[src/rtl/hazard_fwd_ctrl.sv]
// -----------------------------------------------------------------------------
// hazard_fwd_ctrl
//   Hazard / forwarding controller for the rv32 pipeline (FE/DE/EXE/ACC/WB).
//   Resolves the DE source operands against the results still in flight in
//   EXE, ACC and WB, resolves EXE branches/jumps (pc_sel), and runs a small
//   stall/flush FSM that holds or kills the front end.
//
//   Optional feature: define HZD_PERF_CNT_EN to add saturating performance
//   counters (stall_cnt, flush_cnt, fwd_cnt).
//
//   Handshake / timing contract: there is no valid/ready pairing here. All
//   valid_* inputs qualify their stage's instruction in the same cycle;
//   data_mgr, hazard and pc_sel are combinational (zero latency); stall and
//   flush are combinational functions of the registered FSM state plus the
//   current load_use / pc_sel terms.
//
// Ports
//   clk, rst                    clock (rising edge), async active-high reset
//   instr_de, data_de           DE instruction and register-file read data
//   instr_exe/valid_exe         EXE instruction, alu_out_exe, pc_exe
//   instr_acc/valid_acc         ACC instruction, alu_out_acc, dmem_out_acc,
//                               pc_4_acc
//   instr_wb/valid_wb           WB instruction, data_d_wb
//   br_a_exe, br_b_exe          EXE branch compare operands
//   data_mgr, hazard            resolved DE operands, per-operand forward flag
//   stall, flush, pc_sel        front-end hold, front-end kill, redirect
//   stall_cnt, flush_cnt,
//   fwd_cnt                     perf counters (HZD_PERF_CNT_EN only)
// -----------------------------------------------------------------------------
module hazard_fwd_ctrl #(
   parameter int XLEN       = 32,
   parameter int NUM_SRC    = 2,
   parameter int LOAD_STALL = 1,
   parameter int FLUSH_CYC  = 2,
   parameter int CNT_W      = 16
) (
   input  logic                    clk,
   input  logic                    rst,
   input  logic [31:0]             instr_de,
   input  logic [NUM_SRC*XLEN-1:0] data_de,
   input  logic [31:0]             instr_exe,
   input  logic                    valid_exe,
   input  logic [XLEN-1:0]         alu_out_exe,
   input  logic [XLEN-1:0]         pc_exe,
   input  logic [31:0]             instr_acc,
   input  logic                    valid_acc,
   input  logic [XLEN-1:0]         alu_out_acc,
   input  logic [XLEN-1:0]         dmem_out_acc,
   input  logic [XLEN-1:0]         pc_4_acc,
   input  logic [31:0]             instr_wb,
   input  logic                    valid_wb,
   input  logic [XLEN-1:0]         data_d_wb,
   input  logic [XLEN-1:0]         br_a_exe,
   input  logic [XLEN-1:0]         br_b_exe,
   output logic [NUM_SRC*XLEN-1:0] data_mgr,
   output logic [NUM_SRC-1:0]      hazard,
`ifdef HZD_PERF_CNT_EN
   output logic [CNT_W-1:0]        stall_cnt,
   output logic [CNT_W-1:0]        flush_cnt,
   output logic [CNT_W-1:0]        fwd_cnt,
`endif
   output logic                    stall,
   output logic                    flush,
   output logic                    pc_sel
);

   localparam logic [6:0] OP_LUI    = 7'b0110111;
   localparam logic [6:0] OP_AUIPC  = 7'b0010111;
   localparam logic [6:0] OP_OP     = 7'b0110011;
   localparam logic [6:0] OP_IMM    = 7'b0010011;
   localparam logic [6:0] OP_JAL    = 7'b1101111;
   localparam logic [6:0] OP_JALR   = 7'b1100111;
   localparam logic [6:0] OP_LOAD   = 7'b0000011;
   localparam logic [6:0] OP_BRANCH = 7'b1100011;

   localparam int CNT_MAX = (LOAD_STALL > FLUSH_CYC) ? LOAD_STALL : FLUSH_CYC;
   localparam int CW      = $clog2(CNT_MAX + 1);
   localparam logic [CW-1:0] FLUSH_RELOAD = CW'(FLUSH_CYC - 1);
   localparam logic [CW-1:0] STALL_RELOAD = CW'(LOAD_STALL - 1);

   typedef enum logic [1:0] {WC_NONE, WC_ALU, WC_PC4, WC_DMEM} wclass_t;
   typedef enum logic [1:0] {S_IDLE, S_STALL, S_FLUSH} state_t;

   function automatic wclass_t writer_class(input logic [31:0] instr);
      case (instr[6:0])
         OP_LUI, OP_AUIPC, OP_OP, OP_IMM: return WC_ALU;
         OP_JAL, OP_JALR:                 return WC_PC4;
         OP_LOAD:                         return WC_DMEM;
         default:                         return WC_NONE;
      endcase
   endfunction

   // Operand k reads rs1, rs2 or rs3 ([31:27]).
   function automatic logic [4:0] rs_field(input logic [31:0] instr, input int k);
      case (k)
         0:       return instr[19:15];
         1:       return instr[24:20];
         default: return instr[31:27];
      endcase
   endfunction

   wclass_t exe_cls, acc_cls, wb_cls;
   logic    exe_live, acc_live, wb_live;
   logic    de_uses;
   logic    load_use;
   logic [XLEN-1:0] exe_val, acc_val;
   state_t          state;
   logic [CW-1:0]   cnt;
   logic            unused_bits;

   assign exe_cls = writer_class(instr_exe);
   assign acc_cls = writer_class(instr_acc);
   assign wb_cls  = writer_class(instr_wb);

   // A stage is a forwarding candidate only if it really writes a non-x0 rd.
   assign exe_live = valid_exe && (exe_cls != WC_NONE) && (instr_exe[11:7] != 5'd0);
   assign acc_live = valid_acc && (acc_cls != WC_NONE) && (instr_acc[11:7] != 5'd0);
   assign wb_live  = valid_wb  && (wb_cls  != WC_NONE) && (instr_wb[11:7]  != 5'd0);

   // U-type and J-type instructions read no registers, so they cannot suffer a
   // load-use hazard.
   assign de_uses = !((instr_de[6:0] == OP_LUI) || (instr_de[6:0] == OP_AUIPC) ||
                      (instr_de[6:0] == OP_JAL));

   // An EXE load has no data yet; the value driven for it is ignored because
   // the FSM stalls DE until the load reaches ACC.
   assign exe_val = (exe_cls == WC_PC4) ? pc_exe + XLEN'(4) : alu_out_exe;

   always_comb begin
      case (acc_cls)
         WC_PC4:  acc_val = pc_4_acc;
         WC_DMEM: acc_val = dmem_out_acc;
         default: acc_val = alu_out_acc;
      endcase
   end

   // Per-operand forwarding mux, youngest producer first.
   always_comb begin
      data_mgr = data_de;
      hazard   = '0;
      load_use = 1'b0;
      for (int k = 0; k < NUM_SRC; k++) begin
         if (exe_live && (instr_exe[11:7] == rs_field(instr_de, k))) begin
            hazard[k] = 1'b1;
            data_mgr[k*XLEN +: XLEN] = exe_val;
            if ((exe_cls == WC_DMEM) && de_uses) load_use = 1'b1;
         end else if (acc_live && (instr_acc[11:7] == rs_field(instr_de, k))) begin
            hazard[k] = 1'b1;
            data_mgr[k*XLEN +: XLEN] = acc_val;
         end else if (wb_live && (instr_wb[11:7] == rs_field(instr_de, k))) begin
            hazard[k] = 1'b1;
            data_mgr[k*XLEN +: XLEN] = data_d_wb;
         end
      end
   end

   // Branch / jump resolution in EXE.
   always_comb begin
      pc_sel = 1'b0;
      if (valid_exe) begin
         case (instr_exe[6:0])
            OP_JAL, OP_JALR: pc_sel = 1'b1;
            OP_BRANCH: begin
               case (instr_exe[14:12])
                  3'b000:  pc_sel = (br_a_exe == br_b_exe);
                  3'b001:  pc_sel = (br_a_exe != br_b_exe);
                  3'b100:  pc_sel = ($signed(br_a_exe) <  $signed(br_b_exe));
                  3'b101:  pc_sel = ($signed(br_a_exe) >= $signed(br_b_exe));
                  3'b110:  pc_sel = (br_a_exe <  br_b_exe);
                  3'b111:  pc_sel = (br_a_exe >= br_b_exe);
                  default: pc_sel = 1'b0;
               endcase
            end
            default: pc_sel = 1'b0;
         endcase
      end
   end

   // Stall/flush FSM. cnt holds the remaining extra cycles in STALL/FLUSH; a
   // redirect always wins over a pending stall.
   always_ff @(posedge clk or posedge rst) begin
      if (rst) begin
         state <= S_IDLE;
         cnt   <= '0;
      end else begin
         case (state)
            S_IDLE: begin
               if (pc_sel) begin
                  state <= S_FLUSH;
                  cnt   <= FLUSH_RELOAD;
               end else if (load_use) begin
                  state <= S_STALL;
                  cnt   <= STALL_RELOAD;
               end
            end
            S_STALL: begin
               if (pc_sel) begin
                  state <= S_FLUSH;
                  cnt   <= FLUSH_RELOAD;
               end else if (cnt == '0) begin
                  state <= S_IDLE;
               end else begin
                  cnt <= cnt - CW'(1);
               end
            end
            S_FLUSH: begin
               if (pc_sel) begin
                  cnt <= FLUSH_RELOAD;
               end else if (cnt == '0) begin
                  state <= S_IDLE;
               end else begin
                  cnt <= cnt - CW'(1);
               end
            end
            default: begin
               state <= S_IDLE;
               cnt   <= '0;
            end
         endcase
      end
   end

   // flush dominates, so stall is masked whenever flush is asserted.
   assign flush = (state == S_FLUSH) || pc_sel;
   assign stall = !flush && ((state == S_STALL) || ((state == S_IDLE) && load_use));

`ifdef HZD_PERF_CNT_EN
   always_ff @(posedge clk or posedge rst) begin
      if (rst) begin
         stall_cnt <= '0;
         flush_cnt <= '0;
         fwd_cnt   <= '0;
      end else begin
         if (stall && !(&stall_cnt))   stall_cnt <= stall_cnt + CNT_W'(1);
         if (flush && !(&flush_cnt))   flush_cnt <= flush_cnt + CNT_W'(1);
         if ((|hazard) && !(&fwd_cnt)) fwd_cnt   <= fwd_cnt + CNT_W'(1);
      end
   end
   assign unused_bits = ^{instr_de, instr_exe, instr_acc, instr_wb};
`else
   assign unused_bits = ^{instr_de, instr_exe, instr_acc, instr_wb, CNT_W[0]};
`endif

endmodule
[config.mk]
export PLATFORM = sky130hd
export DESIGN_NAME = hazard_fwd_ctrl
export DESIGN_NICKNAME = d
export VERILOG_FILES = /design/src/rtl/hazard_fwd_ctrl.sv
export SDC_FILE = /design/constraint.sdc
export NUM_CORES = 1
export LEC_CHECK = 0
export ABC_AREA = 1
export BUFFER_PORTS_ARGS = -buffer_cell sky130_fd_sc_hd__buf_2
export CAP_MARGIN = 20
export CORE_AREA = 2 2 205 207
export DETAILED_ROUTE_END_ITERATION = 10
export DIE_AREA = 0 0 207 209
export PLACE_DENSITY = 0.36
export SLEW_MARGIN = 10
export SYNTH_ARGS = -nofsm -noshare
export SYNTH_HDL_FRONTEND = slang
export SYNTH_SLANG_ARGS = --single-unit
export TNS_END_PERCENT = 50
[constraint.sdc]
create_clock -name clk -period 4.5 [get_ports clk]
set_input_delay 0.45 -clock clk [delete_from_list [all_inputs] [get_ports clk]]
set_output_delay 0.45 -clock clk [all_outputs]
set_load 0.005 [all_outputs]
[Word-level counts from Yosys, hierarchy flattened]
Index checks and enable logic that the tools add are counted.
W data, S select, Z words.
Word-level totals
  word-level logic and storage cells: 135
  RAM bits: 0
  output and inout bits: 69
  bits in registers: 4
  bits of input ports: 453
  bits in latches: 0
  ROM bits: 0
  memories kept: 0
Cells by class
  bitwise operators: 0
  mux-type cells: 41
  $mul: 0
  div/mod/pow operators: 0
  reduce and logical (&&, ||, !) cells: 39
  equal/unequal tests: 47
  shifts and indexed selects: 0
  $add $sub $neg: 2
  $lt $le $gt $ge: 4
Operators by type and width (number)
  $mux W32: 7
  $ge A32 B32 Y1: 2
  $lt A32 B32 Y1: 2
  $pmux W32 S2: 1
  $eq A7 B7 Y1 const B: 8
  $eq A7 B5 Y1 const B: 7
  $eq A7 B6 Y1 const B: 7
  $add A32 B3 Y32 const B: 1
  $eq A32 B32 Y1: 1
  $ne A32 B32 Y1: 1
  $eq A5 B5 Y1: 6
  $mux W5: 6
  $pmux W2 S3: 4
  $eq A7 B2 Y1 const B: 3
  $mux W2: 9
  $logic_and A1 B1 Y1: 15
  $reduce_bool A5 Y1: 3
  $eq A3 B3 Y1 const B: 4
  $reduce_or A4 Y1: 3
  $mux W1: 11
  $eq A2 B2 Y1 const B: 5
  $reduce_or A2 Y1: 4
  $ne A3 B3 Y1 const B: 2
  $pmux W1 S6: 1
  12 further kinds: 20

[Depth between registers and ports, before layout]
  depth after elaboration: 17
  mapped depth: 23
  gate-level depth less buffers: 23

[Worst setup path after synthesis]
OpenSTA, ideal clock, no wires.
  kind: input to output
  start point: in br_b_exe[31]
  end point: out stall
  required time: 4.050 ns
  stages: 16
  arrival: 2.098 ns
  path slack: 1.952 ns
  buffers on the path: 0
  path through: inv_1 > ha_1 > a21oi_1 > o21a_1 > nand2_1 > a21oi_1 > nand3_1 > nand2_1 > inv_1 > nor2_1 > nand3_1 > nand2_1 > nand2_2 > nand2_2 > nand2_1 > a21oi_1
On the way
  word-level cells in the longest chain between the ends: 7
  elaborated cells on any way between the ends: 12
  classes of those cells: order compare: 4; eq/ne: 2; mux: 3; reduce/logical: 3
Ends and longest elaborated chain
  start, declared: RTL line 54  | input logic [XLEN-1:0] br_b_exe,
  $ge A32 B32 Y1, or another cell as far along: RTL line 170  | 3'b111: pc_sel = (br_a_exe >= br_b_exe);
  $pmux W1 S6 (*): RTL line 164  | case (instr_exe[14:12])
  $pmux W1 S2 (*): RTL line 161  | case (instr_exe[6:0])
  $mux W1 (*): RTL line 160  | if (valid_exe) begin
  $logic_or A1 B1 Y1 (*): RTL line 224  | assign flush = (state == S_FLUSH) || pc_sel;
  via flush: RTL line 63  | output logic flush,
  $logic_not A1 Y1 (*): RTL line 225  | assign stall = !flush && ((state == S_STALL) || ((state == S_IDLE) && load_use));
  $logic_and A1 B1 Y1 (*): RTL line 225
  end, declared: RTL line 62  | output logic stall,
Mark *: on every way through the listed nets, which the timed path passes. The rest lies on a longest branch.

[Worst setup path after layout]
  start point: in instr_acc[4]
  end point: out data_mgr[22]
On the way
  word-level cells in the longest chain between the ends: 9
  elaborated cells on any way between the ends: 19
  classes of those cells: eq/ne: 9; mux: 4; reduce/logical: 6
Ends and longest elaborated chain
  start, declared: RTL line 45  | input logic [31:0] instr_acc,
  $eq A7 B6 Y1, or another cell as far along: RTL line 85  | case (instr[6:0])
  $reduce_or A4 Y1 or $reduce_or A2 Y1 (tied branches): RTL line 85
  $pmux W2 S3 (*): RTL line 85
  branches (longest 4 deep; another with $pmux W32 S2)
  $mux W32 (*): RTL line 147  | end else if (acc_live && (instr_acc[11:7] == rs_field(instr_de, k))) begin
  $mux W32 (*): RTL line 143  | if (exe_live && (instr_exe[11:7] == rs_field(instr_de, k))) begin
  end, declared: RTL line 55  | output logic [NUM_SRC*XLEN-1:0] data_mgr,
Every way passes the cells marked *.

==> flow_summary.json <==
{
  "status": "finished clean",
  "path_max_fanout": 32,
  "root_buffer": "clkbuf_16",
  "min_path_type": "in -> async",
  "r2r_cells": 8,
  "clk_pin_slew_ns": 0.03,
  "synthArstFlopShare": 1.00,
  "endpoint_kind": "output pin",
  "cts_resized": 0,
  "synth_seq_cells": 4,
  "num_rows": 75,
  "synth_cell_type_count": 55,
  "synth_area_leaders": "nand2_1, o21ai_0, inv_1, ha_1, nor2_1",
  "power_uw": 836,
  "critPathArrivalTime_ns": 3.06,
  "clock_path_buffers": 2,
  "syn_avg_cell_area_um2": 5.66,
  "area_growth_syn_to_layout_pct": 54.9,
  "htreeDepth": 1,
  "grtUsageTotal": 0.162,
  "synth_ff_type": "dfrtp_1",
  "r2r_start": "cnt[0]",
  "clock_sinks": 4,
  "finalMaxSlewViolations": 0,
  "setup_viol": 0,
  "final_core_utilization": 0.204,
  "synth_top_area_cell": "nand2_1",
  "cts_buffers": 3,
  "post_cts_buffers": 0,
  "dpl.hpwl_um": 32300,
  "drive_gt1_frac": 0.388,
  "synth_common_cells": "nand2_1, inv_1, o21ai_0, nor2_1, a21oi_1",
  "p_leak_uw": 0.00455,
  "tightest_slew_ns": 1.12,
  "max-vdd-ir-drop_uv": 67.4,
  "place_congestion": 0.911,
  "fmax_mhz": 285,
  "syn_inst": 960,
  "die_h_um": 209,
  "critical_path_class": "in -> out",
  "worstReg2RegEnd": "state[1]",
  "dieArea_um2": 43300,
  "finalHoldViolCount": 0,
  "grt_overflow": 0,
  "grt_pass1_wl_um": 52600,
  "finalCritPeriodShare": 0.779,
  "grt_max_degree": 46,
  "rsz0062_at_grt": "false",
  "relSlewSlack": 0.252,
  "yosysMostFrequentCell": "nand2_1",
  "synth.net_count": 1451,
  "p_per_area_nw_per_um2": 99.4,
  "final_area_um2": 8410,
  "via_count": 8078,
  "required_ns": 4.05,
  "synth_top_area_frac": 0.147,
  "initial_utilization": 0.131,
  "antenna_found_initial": 6,
  "cap_viol_max_count": 0,
  "reg2reg_slack_ns": 2.95,
  "port_buffers": 449,
  "clock_skew_ns": 0.000793,
  "die_w_um": 207,
  "final_nets": 1880,
  "drt-vias-per-instance": 4.18,
  "startpoint_type": "input port",
  "fin_crit_ns": 3.51,
  "netlist_area_um2": 5430,
  "n_fill_cell": 4808,
  "antenna_left": 0,
  "worstSkewPairLatency_ns": 0.22,
  "io_pins": 522,
  "core-area_um2": 41300,
  "post_drt_wl_per_cell_um": 19.3,
  "fin_tns_setup_ns": 0,
  "wl_um": 37300,
  "yosysWarningCount": 0,
  "postCtsHoldBufs": 0,
  "grt_pass1_vias": 7978,
  "first_pass_iters": 5,
  "drc": 0,
  "drt_iter0_drc": 540,
  "cts_tree": "built",
  "place_area_um2": 8320,
  "ys_seq_area_frac": 0.0184,
  "synth-edff-count": 0
}
==> kinds of logic (layout without fill, tap and decap cells) <==
family / Yosys count / after routing / synth area share
multiplexers: 33 / 33 / 0.0655
adder cells (fa/ha/maj): 38 / 38 / 0.0876
buffers and inverters: 188 / 615 / 0.138
AND/OR/NAND/NOR: 397 / 397 / 0.334
XOR/XNOR: 45 / 45 / 0.0726
AO/OA/AOI/OAI: 255 / 255 / 0.284
other: 0 / 5 / 0
flip-flops: 4 / 4 / 0.0184
==> layer usage <==
metal | vias up | part of all wire | routed length [µm] | global-route usage
met2 | 281 | 0.49 | 18300 | 0.282
met3 | 12 | 0.046 | 1730 | 0.0215
met5 | - | 0.00059 | 22 | 0
li1 | 4095 | - | - | -
met4 | 4 | 0.0054 | 201 | 0.0190
met1 | 3686 | 0.46 | 17100 | 0.219
==> worst max path at each step <==
stage,to,start
3_5_place_dp,data_mgr[61],instr_exe[1]
5_1_grt,data_mgr[17],instr_acc[4]
2_1_floorplan,stall,br_b_exe[31]
6_report,data_mgr[22],instr_acc[4]
3_3_place_gp,data_mgr[17],instr_acc[4]
4_1_cts,data_mgr[61],instr_exe[1]
==> per-stage QoR <==
| stage | std cells | setup slack, ns | hold slack, ns |
|---|---|---|---|
| after detailed placement | 1923 | 0.964 | 0.361 |
| final | 1931 | 0.995 | 0.120 |
| after global placement | 1923 | 0.968 | 0.356 |
| after CTS | 1926 | 0.937 | 0.127 |
| after global routing | 1930 | 0.678 | 0.135 |
| after floorplan | 960 | 1.95 | 0.216 |
==> sequential cells by signal (all words and copies together), names as in the netlist <==
signal / cells
cnt: 2
state: 2
==> final cells by class <==
cell class	count	area [µm²]	area share
Antenna cell	5	12.5	0.00149
Timing Repair Buffer	469	2420	0.288
Multi-Input combinational cell	768	4590	0.546
Tap cell	539	674	0.0802
Inverter	143	537	0.0638
Clock buffer	3	75.1	0.00893
Sequential cell	4	100	0.0119
==> worst max-delay path, stage by stage <==
cell and delay, ns:
buf_2 0.13, inv_1 0.09, nand2_1 0.05, nor2_1 0.11, nand3_2 0.10, inv_2 0.27, nor2_4 0.08, buf_4 0.25
a221oi_1 0.80, buf_4 0.27, a21oi_1 0.06, o21ai_0 0.09, o21ai_0 0.11, buf_2 0.17
==> report_power, final <==
| part | switching [µW] | leakage [µW] | internal, µW | total [µW] |
|---|---|---|---|---|
| Combinational | 347 | 0.00446 | 294 | 641 |
| Clock | 23.0 | 0.0000370 | 113 | 136 |
| Sequential | 9.72 | 0.0000517 | 48.9 | 58.7 |
| Total | 380 | 0.00455 | 456 | 836 |
==> layout by cell type, fill, tap and decap left out, types with 7 or more instances in the layout <==
cell and n:
o21ai_0 110, o21ai_1 17, inv_1 136, nand3_1 34
o211ai_1 9, mux2i_1 13, buf_4 18, nor2_1 85
nor3_1 13, ha_1 38, nand2_1 213, nand4_1 9
o221ai_1 7, xor2_1 32, a21oi_1 57, buf_2 449
mux2_2 20, o22a_1 11, xnor2_1 13, a221oi_1 25
Note: power is estimated with default switching activity, not from simulation.
